==> config.mk <==
export PLATFORM = sky130hd
export DESIGN_NAME = change_dispenser
export DESIGN_NICKNAME = d
export VERILOG_FILES = /design/src/rtl/vm_pkg.sv /design/src/rtl/coin_select.sv /design/src/rtl/change_dispenser.sv
export SDC_FILE = /design/constraint.sdc
export NUM_CORES = 1
export LEC_CHECK = 0
export ABC_AREA = 1
export CAP_MARGIN = 10
export CORE_MARGIN = 2
export CORE_UTILIZATION = 50
export CTS_BUF_LIST = sky130_fd_sc_hd__clkbuf_2
export DETAILED_ROUTE_END_ITERATION = 6
export PLACE_DENSITY = 0.73
export SLEW_MARGIN = 25
export SYNTH_ARGS = -nofsm -noshare
export SYNTH_HDL_FRONTEND = slang
export SYNTH_HIERARCHICAL = 1
export SYNTH_SLANG_ARGS = --single-unit
==> constraint.sdc <==
create_clock -name clk -period 4.6 [get_ports clk]
set_input_delay 0.46 -clock clk [delete_from_list [all_inputs] [get_ports clk]]
set_output_delay 0.46 -clock clk [all_outputs]
set_load 0.005 [all_outputs]
==> src/rtl/vm_pkg.sv <==
// Shared vending-machine coin definitions: denominations, their values and
// the change dispenser state encoding.
package vm_pkg;

  // Hopper coin select code, ordered smallest to largest denomination.
  typedef enum logic [1:0] {
    COIN_1  = 2'd0,
    COIN_5  = 2'd1,
    COIN_10 = 2'd2,
    COIN_20 = 2'd3
  } coin_t;

  localparam int NUM_DENOM = 4;
  localparam int VALUE_1   = 1;
  localparam int VALUE_5   = 5;
  localparam int VALUE_10  = 10;
  localparam int VALUE_20  = 20;

  typedef enum logic [2:0] {
    ST_IDLE   = 3'd0,
    ST_SELECT = 3'd1,
    ST_ISSUE  = 3'd2,
    ST_GAP    = 3'd3,
    ST_FINISH = 3'd4
  } disp_state_t;

  // Face value in units of a coin select code.
  function automatic int coin_value(input coin_t c);
    case (c)
      COIN_1:  return VALUE_1;
      COIN_5:  return VALUE_5;
      COIN_10: return VALUE_10;
      default: return VALUE_20;
    endcase
  endfunction

endpackage

==> src/rtl/coin_select.sv <==
// Combinational greedy picker: largest available denomination that does not
// exceed the remaining amount. o_none flags that no denomination qualifies.
module coin_select
  import vm_pkg::*;
#(
  parameter int AMOUNT_W = 7
) (
  input  logic [AMOUNT_W-1:0]  i_remaining,
  input  logic [NUM_DENOM-1:0] i_avail,
  output coin_t                o_sel,
  output logic [AMOUNT_W-1:0]  o_value,
  output logic                 o_none
);

  logic [NUM_DENOM-1:0] w_fit;

  genvar gi;
  generate
    for (gi = 0; gi < NUM_DENOM; gi++) begin : g_fit
      assign w_fit[gi] = i_avail[gi] &&
                         (i_remaining >= AMOUNT_W'(coin_value(coin_t'(2'(gi)))));
    end
  endgenerate

  // Priority pick: scanning upward lets the largest fitting denomination win.
  always_comb begin
    o_sel   = COIN_1;
    o_value = '0;
    o_none  = 1'b1;
    for (int i = 0; i < NUM_DENOM; i++) begin
      if (w_fit[i]) begin
        o_sel   = coin_t'(2'(i));
        o_value = AMOUNT_W'(coin_value(coin_t'(2'(i))));
        o_none  = 1'b0;
      end
    end
  end

endmodule

==> src/rtl/change_dispenser.sv <==
// Change dispenser: pays out a refund amount one coin per hopper handshake,
// greedy largest-first over 20/10/5/1. Reports progress, done, ack-timeout
// fault and (with inventory) out-of-stock shortfall.
// Optional feature macro: CHANGE_INVENTORY_EN (per-denomination stock counters).
module change_dispenser
  import vm_pkg::*;
#(
  parameter int AMOUNT_W    = 7,
  parameter int GAP_CYCLES  = 4,
  parameter int ACK_TIMEOUT = 255,
  parameter int STOCK_W     = 6,
  parameter int STOCK_INIT  = 20
) (
  input  logic                clk,
  input  logic                rst,
  input  logic                req_valid,
  input  logic [AMOUNT_W-1:0] req_amount,
  output logic                req_ready,
  output logic                coin_valid,
  output logic [1:0]          coin_sel,
  input  logic                coin_ack,
  output logic [AMOUNT_W-1:0] remaining,
  output logic                busy,
  output logic                done,
  output logic                fault,
  output logic                shortfall,
  input  logic                stock_refill
);

  // One counter serves both the ack wait and the post-coin gap.
  localparam int CNT_MAX = (ACK_TIMEOUT > GAP_CYCLES) ? ACK_TIMEOUT : GAP_CYCLES;
  localparam int CNT_W   = $clog2(CNT_MAX + 1);

  disp_state_t         r_state,       w_state_next;
  logic [AMOUNT_W-1:0] r_remaining,   w_remaining_next;
  logic                r_coin_valid,  w_coin_valid_next;
  coin_t               r_coin_sel,    w_coin_sel_next;
  logic                r_fault,       w_fault_next;
  logic                r_shortfall,   w_shortfall_next;
  logic [CNT_W-1:0]    r_cnt,         w_cnt_next;

  logic [NUM_DENOM-1:0] w_avail;
  coin_t                w_pick_sel;
  logic [AMOUNT_W-1:0]  w_pick_value;
  logic                 w_pick_none;
  logic [AMOUNT_W-1:0]  w_issue_value;

  coin_select #(.AMOUNT_W(AMOUNT_W)) u_coin_select (
    .i_remaining (r_remaining),
    .i_avail     (w_avail),
    .o_sel       (w_pick_sel),
    .o_value     (w_pick_value),
    .o_none      (w_pick_none)
  );

  // Value of the coin currently offered; it was picked as <= remaining and
  // remaining does not change while it is offered, so the subtract never wraps.
  assign w_issue_value = AMOUNT_W'(coin_value(r_coin_sel));

`ifdef CHANGE_INVENTORY_EN
  logic w_ack_take;
  assign w_ack_take = (r_state == ST_ISSUE) && coin_ack;

  genvar gi;
  generate
    for (gi = 0; gi < NUM_DENOM; gi++) begin : g_stock
      logic [STOCK_W-1:0] r_stock;

      // Per-denomination stock: refill beats a same-cycle payout, saturates at 0.
      always_ff @(posedge clk or negedge rst) begin
        if (!rst) begin
          r_stock <= STOCK_W'(STOCK_INIT);
        end else if (stock_refill) begin
          r_stock <= STOCK_W'(STOCK_INIT);
        end else if (w_ack_take && (r_coin_sel == coin_t'(2'(gi))) && (r_stock != '0)) begin
          r_stock <= r_stock - STOCK_W'(1);
        end
      end

      assign w_avail[gi] = (r_stock != '0);
    end
  endgenerate
`else
  // Unlimited stock: every denomination is always available.
  logic w_unused;
  assign w_avail  = '1;
  assign w_unused = stock_refill ^ (STOCK_W > 0) ^ (STOCK_INIT > 0);
`endif

  // State and datapath registers; reset aborts any payout in progress.
  always_ff @(posedge clk or negedge rst) begin
    if (!rst) begin
      r_state      <= ST_IDLE;
      r_remaining  <= '0;
      r_coin_valid <= 1'b0;
      r_coin_sel   <= COIN_1;
      r_fault      <= 1'b0;
      r_shortfall  <= 1'b0;
      r_cnt        <= '0;
    end else begin
      r_state      <= w_state_next;
      r_remaining  <= w_remaining_next;
      r_coin_valid <= w_coin_valid_next;
      r_coin_sel   <= w_coin_sel_next;
      r_fault      <= w_fault_next;
      r_shortfall  <= w_shortfall_next;
      r_cnt        <= w_cnt_next;
    end
  end

  // Next-state logic: accept, pick a coin, wait for ack or timeout, settle gap.
  always_comb begin
    w_state_next      = r_state;
    w_remaining_next  = r_remaining;
    w_coin_valid_next = r_coin_valid;
    w_coin_sel_next   = r_coin_sel;
    w_fault_next      = r_fault;
    w_shortfall_next  = r_shortfall;
    w_cnt_next        = r_cnt;
    case (r_state)
      ST_IDLE: begin
        if (req_valid) begin
          w_remaining_next = req_amount;
          w_fault_next     = 1'b0;
          w_shortfall_next = 1'b0;
          w_state_next     = ST_SELECT;
        end
      end
      ST_SELECT: begin
        if (r_remaining == '0) begin
          w_state_next = ST_FINISH;
        end else if (w_pick_none) begin
          w_shortfall_next = 1'b1;
          w_state_next     = ST_FINISH;
        end else begin
          w_coin_sel_next   = w_pick_sel;
          w_coin_valid_next = 1'b1;
          w_cnt_next        = '0;
          w_state_next      = ST_ISSUE;
        end
      end
      ST_ISSUE: begin
        if (coin_ack) begin
          w_remaining_next  = r_remaining - w_issue_value;
          w_coin_valid_next = 1'b0;
          w_cnt_next        = '0;
          w_state_next      = ST_GAP;
        end else if (r_cnt == CNT_W'(ACK_TIMEOUT - 1)) begin
          w_fault_next      = 1'b1;
          w_coin_valid_next = 1'b0;
          w_state_next      = ST_FINISH;
        end else begin
          w_cnt_next = r_cnt + CNT_W'(1);
        end
      end
      ST_GAP: begin
        if (r_cnt == CNT_W'(GAP_CYCLES - 1)) begin
          w_cnt_next   = '0;
          w_state_next = ST_SELECT;
        end else begin
          w_cnt_next = r_cnt + CNT_W'(1);
        end
      end
      ST_FINISH: begin
        w_state_next = ST_IDLE;
      end
      default: begin
        w_state_next = ST_IDLE;
      end
    endcase
  end

  assign req_ready  = (r_state == ST_IDLE);
  assign busy       = (r_state != ST_IDLE);
  assign done       = (r_state == ST_FINISH);
  assign coin_valid = r_coin_valid;
  assign coin_sel   = r_coin_sel;
  assign remaining  = r_remaining;
  assign fault      = r_fault;
  assign shortfall  = r_shortfall;

endmodule

======== After elaboration in Yosys (flattened, before gate mapping) ========
Cells that the tools add are included.
word-level totals
  flip-flop bits (word level) ............. 23
  bits of input ports ..................... 12
  output and inout port bits .............. 15
  logic and storage cells ................. 84
cells by class
  add/sub/neg operators ................... 2
  magnitude comparators ................... 4
  eq/ne operators ......................... 18
  multiplexer cells ....................... 36
  bitwise logic cells ..................... 2
  reduce and logical (&&, ||, !) cells .... 15
operator list
  cell                   count
  $mux W8                5
  $pmux W8 S3            1
  $mux W3                6
  $reduce_and A4 Y1      4
  $pmux W5 S3            1
  $mux W1                14
  $mux W7                2
  $ne A2 B2 Y1 const B   7
  $pmux W7 S2            1
  $pmux W3 S4            1
  $reduce_and A3 Y1      3
  $add A8 B1 Y8 const B  1
  $eq A8 B2 Y1 const B   1
  $eq A8 B8 Y1 const B   1
  $ge A7 B1 Y1 const B   1
  $ge A7 B3 Y1 const B   1
  $ge A7 B4 Y1 const B   1
  $ge A7 B5 Y1 const B   1
  $logic_not A7 Y1       1
  $sub A7 B7 Y7          1
  $eq A3 B2 Y1 const B   2
  $ne A3 B3 Y1 const B   2
  $pmux W1 S2            3
  $reduce_bool A2 Y1     3
  10 further kinds       13

======== Logic depth before layout (Yosys ltp) ========
Gate-level depths: netlist (run 1).
  depth after elaboration ................. 8
  depth in mapped cells ................... 12
  mapped depth without buffers ............ 12

======== Modules after synthesis ========
The synthesis (run 1) kept the hierarchy.
by module, submodules not included
  module            times used  cells each  area each (um2)  seq. area each (um2)
  change_dispenser  1           251         1745.4           575.6
  coin_select       1           38          180.2            0.0

======== Least setup slack after synthesis (run 1) ========
OpenSTA, ideal clock, no wires.
  path type ............................... reg-to-reg
  from .................................... register r_remaining[0], in the netlist remaining[0]
  to ...................................... register r_remaining[6], in the netlist remaining[6]
  setup time .............................. 0.116 ns
  arrival ................................. 1.454 ns
  data required time ...................... 4.484 ns
  setup slack ............................. 3.029 ns
  stages on the path, launching flop included .. 10
  path buffers ............................ 0
  period minus slack after synthesis ...... 1.571 ns
  path through ............................ dfrtp_1 > inv_1 > ha_1 > fa_1 > inv_1 > nand3_1 > nand4_1 > nand3_1 > nand2_1 > nand2_1
on the way
  longest elaborated chain between the ends .. 3
ends and longest elaborated chain
  what                    line                     text
  start, declared         change_dispenser.sv:35   logic [AMOUNT_W-1:0] r_remaining, w_remaining_next;
  start signal, assigned  change_dispenser.sv:102  r_remaining <= w_remaining_next;
  $sub A7 B7 Y7           change_dispenser.sv:144  w_remaining_next = r_remaining - w_issue_value;
  $mux W7                 change_dispenser.sv:143  if (coin_ack) begin
  $pmux W7 S2             change_dispenser.sv:120  case (r_state)
No other way between the ends. The select of a mux whose other input is x is not followed.
A chain may end at the register's enable or synchronous reset.

======== Worst setup path in the final report (run 1) ========
  from .................................... register r_state[1]
  to ...................................... output port req_ready
on the way
  longest elaborated chain between the ends .. 1
ends and longest elaborated chain
  what                    line                     text
  start, declared         change_dispenser.sv:34   disp_state_t r_state, w_state_next;
  start signal, assigned  change_dispenser.sv:101  r_state <= w_state_next;
  $logic_not A3 Y1        change_dispenser.sv:173  assign req_ready = (r_state == ST_IDLE);
  end, declared           change_dispenser.sv:18   output logic req_ready,
No other way between the ends.

==> run_results.csv, run 1 <==
group,metric,value,unit
worst_setup_path,cp_num_cells,2,
global_routing,track_usage,20.7,%
timing,timing.final.crit_period,2230,ps
floorplanning,row_count,22,
floorplanning,fp.coreArea,3630,um^2
final_layout,layout.area.seq,576,um^2
final_layout,drive_gt1_share,12.6,%
timing,period_share,48.4,%
clocking,clkTransAtPathRegs,260,ps
worst_setup_path,arrival,1770,ps
synth,synthCells,277,
worst_setup_path,reg2reg_from,"coin_sel[1]$_DFFE_PN0P_",
clocking,cts_tree,"done",
worst_setup_path,cp_num_buf_inv,1,
worst_setup_path,cp_slowest_cell,"dfrtp_1",
power,power.leakage,1.16,nW
timing,hold_violations,0,
route,drtPass1Iterations,4,
power,power_per_cell_area,652,nW/um^2
floorplanning,dieArea,4240,um^2
worst_setup_path,worst-path-max-fanout,6,
clocking,cts_resized,0,
final_layout,layout_commonest_cell,"nand2_1",
final_layout,nNetsFinal,330,
timing,fin_ws,2370,ps
final_layout,area_growth,17.8,%
power,ir_drop,279,uV
power,p_int,0.693,mW
worst_setup_path,cp_slowest_stage_delay,560,ps
global_routing,grt_pass1_wl,6.93,mm
clocking,clkLatencyLatePin,360,ps
route,routed_wl,3.95,mm
placed_design,gp_congestion,0.830,
global_routing,grt_max_degree,24,
outcome,status,"finished clean",
final_layout,num_antenna_cells,0,
clocking,cts_sinks,23,
route,drt_iter0_drc,95,
worst_setup_path,path_cells,"nor3_4 > clkdlybuf4s50_1",
worst_setup_path,reg2reg_depth,12,
clocking,cts_buffer_depth,2,
placed_design,dp_slack,2800,ps
route,vias,1740,
timing,fin_tns_setup,0,ps
power,clkPwrFrac,6.3,%
worst_setup_path,reg2reg_to,"remaining[6]$_DFFE_PN0P_",
synth,avgSynthCellArea,6.73,um^2
timing,clock.fmax,449,MHz
placed_design,post-dp-hpwl,3.07,mm
floorplanning,io_pins,27,
global_routing,antenna_found_initial,0,
clocking,htree_levels,1,
worst_setup_path,crit_family,"flip-flops",
worst_setup_path,critPathLaunchType,"register",
power,finalPower,1.43,mW
clocking,holdBufCountCts,0,
route,vias_per_cell,4.87,
placed_design,io_buffers,25,
worst_setup_path,endpoint_kind,"output pin",
power,p_seq_share,26.4,%
timing,skew,28.7,ps
worst_hold_path,hold_class,"in2async",
timing,setup_viol,0,
placed_design,dp_cells,353,
clocking,postCtsSetupBuffers,0,
global_routing,grt-ovfl-total,0,
clocking,cts_buffers,3,
final_layout,multi_input_area,1140,um^2
worst_setup_path,r2r_slack,2870,ps
synth,synthesis.area,1870,um^2
timing,worstMarginPinSlew,534,ps
final_layout,fill_cells,359,
route,wl_per_cell,11.1,um
floorplanning,die_h,65.1,um
power,combPwrFrac,67.3,%
job,cap_viol_max_count,0,
timing,maxSlewViolCount,0,
timing,rsz0062_at_grt,"false",
floorplanning,start_util,51.3,%
synth,synth_warnings,6,
power,switchingPower,0.740,mW
route,drc,0,
route,postRouteAntennaNets,0,
floorplanning,fp.dieW,65.1,um
global_routing,grt_pass1_vias,1635,
final_layout,finalNonFillerCells,357,
clocking,root_buffer,"clkbuf_2",
final_layout,final_cell_mix,"nand2_1 (98), inv_1 (36), nand3_1 (24), clkdlybuf4s50_1 (24)",
power,p_sw_share,51.7,%
worst_setup_path,crit_required,4140,ps
timing,relSlewSlack,64.4,%
worst_setup_path,path_class,"reg2out",
==> how the worst max path moves through the flow <==
stage,startpoint,end,slack (ps)
floorplan,remaining[0]$_DFFE_PN0P_,remaining[6]$_DFFE_PN0P_,3030
global placement,rst,remaining[5]$_DFFE_PN0P_,2790
detailed placement,r_state[1]$_DFFE_PN0P_,req_ready,2800
CTS,r_state[1]$_DFFE_PN0P_,req_ready,2360
global route,r_state[1]$_DFFE_PN0P_,req_ready,2280
finish,r_state[1]$_DFFE_PN0P_,req_ready,2370
==> area by class of cell <==
type                            count  area share [%]
Multi-Input combinational cell    217            52.1
Sequential cell                    23            26.2
Tap cell                           48            2.73
Timing Repair Buffer               25            11.2
Inverter                           40            6.94
Clock buffer                        4           0.911
==> power groups by stage <==
stage | clock network (mW) | registers [mW] | logic (mW)
2_1_floorplan | 0 | 0.365 | 0.701
3_3_place_gp | 0 | 0.383 | 0.958
3_5_place_dp | 0 | 0.383 | 0.970
4_1_cts | 0.0924 | 0.379 | 0.975
5_1_grt | 0.0947 | 0.392 | 1.11
6_report | 0.0905 | 0.378 | 0.965
==> sequential cells by signal, summed over array words and instances (netlist names) <==
name / cells
coin_sel: 2
coin_valid: 1
fault: 1
r_cnt: 8
r_state: 3
remaining: 7
shortfall: 1
==> per-layer routing <==
layer / wire (um) / global-route usage [%] / vias to the layer above / part of all wire (%)
met4: 48 / 5.99 / 0 / 1.2
met1: 2010 / 28.8 / 762 / 51
met3: 145 / 2.08 / 6 / 3.7
met5: 0 / 0 / - / 0
li1: - / - / 934 / -
met2: 1740 / 34.1 / 38 / 44
==> worst register-to-register path: stages, from the launching register on <==
cell and delay, ps:
dfrtp_1 430, inv_1 90, nor2_1 190, inv_1 90
ha_1 340, nand2_1 80, nand2_1 60, nand2_1 80
nand3_1 80, nand2_1 60, nand3_1 70, nand2_1 70
nand2_1 40
==> per-stage QoR <==
stage / hold slack, ps / area [um^2] / util [%]
after floorplan: 164 / 1880 / -
after global placement: 466 / 2180 / 60.1
after detailed placement: 467 / 2180 / 60.0
after CTS: 55.3 / 2200 / 60.5
after global routing: 76.0 / 2200 / 60.5
final: 16.5 / 2200 / 60.5
No activity file was read; power rests on OpenSTA's default activity.
==> run 2: changes to the inputs <==
==> constraint.sdc (replaced) <==
create_clock -name clk -period 2.2 [get_ports clk]
set_input_delay 0.22 -clock clk [delete_from_list [all_inputs] [get_ports clk]]
set_output_delay 0.22 -clock clk [all_outputs]
set_load 0.005 [all_outputs]
==> run 2 against run 1 <==
Against the previous run:
- design area rose by 0.57%
- count of clock-buffer cells in the layout is 1 lower
- sequential share of layout area is 0.15 points lower
- clock power increased by 110%
- die area did not move
- cell count up 0.28%
- critical endpoint unchanged
==> run_results.csv, run 2 (synthesis results as in run 1) <==
group,metric,value,unit
route,wl_per_cell,11.4,um
floorplanning,dieArea,4240,um^2
timing,hold_violations,0,
final_layout,largest_register_ffs,8,
worst_setup_path,reg2reg_depth,11,
floorplanning,fp.dieW,65.1,um
timing,timing.final.crit_period,2000,ps
worst_setup_path,endpoint_kind,"output pin",
worst_hold_path,hold_class,"in2async",
global_routing,grt_max_degree,24,
power,ir_drop,592,uV
route,postRouteAntennaNets,0,
worst_setup_path,r2r_slack,460,ps
floorplanning,row_count,22,
route,vias,1737,
timing,period_share,91.0,%
power,power_per_cell_area,1360,nW/um^2
clocking,cts_buffer_depth,2,
final_layout,num_antenna_cells,0,
final_layout,stdcell_area,2210,um^2
timing,holdWs,155,ps
outcome,status,"finished clean",
clocking,holdBufCountCts,0,
timing,rsz0062_at_grt,"false",
clocking,cts_tree,"done",
timing,clock.fmax,500,MHz
global_routing,grt_pass1_wl,7.13,mm
job,cap_viol_max_count,0,
timing,fin_tns_setup,0,ps
placed_design,post-dp-hpwl,3.11,mm
final_layout,nNetsFinal,331,
clocking,clkTransAtPathRegs,260,ps
clocking,cts_buffers,3,
power,clkPwrFrac,6.2,%
global_routing,antenna_found_initial,0,
power,combPwrFrac,67.3,%
final_layout,final_cell_mix,"nand2_1 (98), inv_1 (36), clkdlybuf4s50_1 (25)",
worst_setup_path,arrival,1780,ps
power,power.leakage,1.16,nW
timing,setup_viol,0,
clocking,root_buffer,"clkbuf_2",
final_layout,drive_gt1_share,12.6,%
worst_setup_path,cp_slowest_cell,"dfrtp_1",
placed_design,io_buffers,25,
clocking,cts_sinks,23,
route,drc,0,
worst_setup_path,path_class,"reg2out",
floorplanning,fp.coreArea,3630,um^2
worst_setup_path,reg2reg_to,"r_cnt[4]$_DFFE_PN0P_",
placed_design,dpl_cell_area,2190,um^2
power,switchingPower,1.57,mW
route,vias_per_cell,4.85,
worst_setup_path,cp_slowest_stage_delay,560,ps
clocking,cts_resized,0,
clocking,postCtsSetupBuffers,0,
worst_setup_path,path_cells,"nor3_4 > clkdlybuf4s50_1",
worst_setup_path,critPathLaunchType,"register",
worst_setup_path,crit_required,1980,ps
floorplanning,die_h,65.1,um
route,routed_wl,4.09,mm
final_layout,fill_cells,366,
global_routing,grt_pass1_vias,1556,
timing,maxSlewViolCount,0,
final_layout,finalCoreUtilization,60.8,%
power,p_int,1.44,mW
timing,skew,20.9,ps
final_layout,area_growth,18.5,%
clocking,clkLatencyLatePin,360,ps
power,p_seq_share,26.4,%
global_routing,grt-ovfl-total,0,
final_layout,layout_commonest_cell,"nand2_1",
route,drtPass1Iterations,4,
placed_design,gp_congestion,0.834,
worst_setup_path,worst-path-max-fanout,6,
clocking,htree_levels,1,
power,p_sw_share,52.1,%
route,drt_iter0_drc,99,
floorplanning,start_util,51.3,%
global_routing,track_usage,21.5,%
worst_setup_path,reg2reg_from,"remaining[5]$_DFFE_PN0P_",
floorplanning,io_pins,27,
final_layout,largest-register,"r_cnt",
[run 2: metrics by stage]
step	setup slack, ps	power [mW]	std cells
floorplan	629	2.23	281
global placement	511	2.80	354
detailed placement	479	2.83	354
CTS	179	3.03	358
global route	108	3.34	358
finish	199	3.01	358
[run 2: how the worst max path moves through the flow]
stage | cells past startpoint | from | endpoint
6_report | 2 | r_state[1]$_DFFE_PN0P_ | req_ready
5_1_grt | 2 | r_state[1]$_DFFE_PN0P_ | req_ready
4_1_cts | 2 | r_state[1]$_DFFE_PN0P_ | req_ready
3_5_place_dp | 12 | coin_sel[1]$_DFFE_PN0P_ | remaining[6]$_DFFE_PN0P_
3_3_place_gp | 12 | coin_sel[1]$_DFFE_PN0P_ | remaining[6]$_DFFE_PN0P_
2_1_floorplan | 9 | remaining[0]$_DFFE_PN0P_ | remaining[6]$_DFFE_PN0P_
[run 2: final cells by class]
| type | count | area (um^2) | share of cell area, % |
|---|---|---|---|
| clock buffers | 3 | 15.0 | 0.679 |
| flip-flops and latches | 23 | 576 | 26.0 |
| inverters | 40 | 153 | 6.90 |
| repair buffers | 26 | 258 | 11.7 |
| well taps | 48 | 60.1 | 2.72 |
| multi-input cells | 217 | 1140 | 51.8 |
| clock inverters | 1 | 5.00 | 0.226 |
[run 2: routing by layer]
metal  vias up  track usage (%)  wire length (um)
li1        938                -                 -
met2        24             35.8              1910
met3         5             2.08               103
met5         -                0                 0
met1       770             30.5              2050
met4         0             4.43                37
[run 2: power groups by stage]
stage	logic [mW]	clock network, mW	registers, mW
floorplan	1.47	0	0.764
global placement	2.00	0	0.799
detailed placement	2.03	0	0.803
CTS	2.04	0.193	0.795
global route	2.32	0.201	0.826
finish	2.03	0.187	0.795
[run 2: critical path: cells and delay by family (launching register included)]
kind	cells	cell delay (ps)
flip-flops	1	560
buffers and inverters	1	550
AND/OR/NAND/NOR	1	310
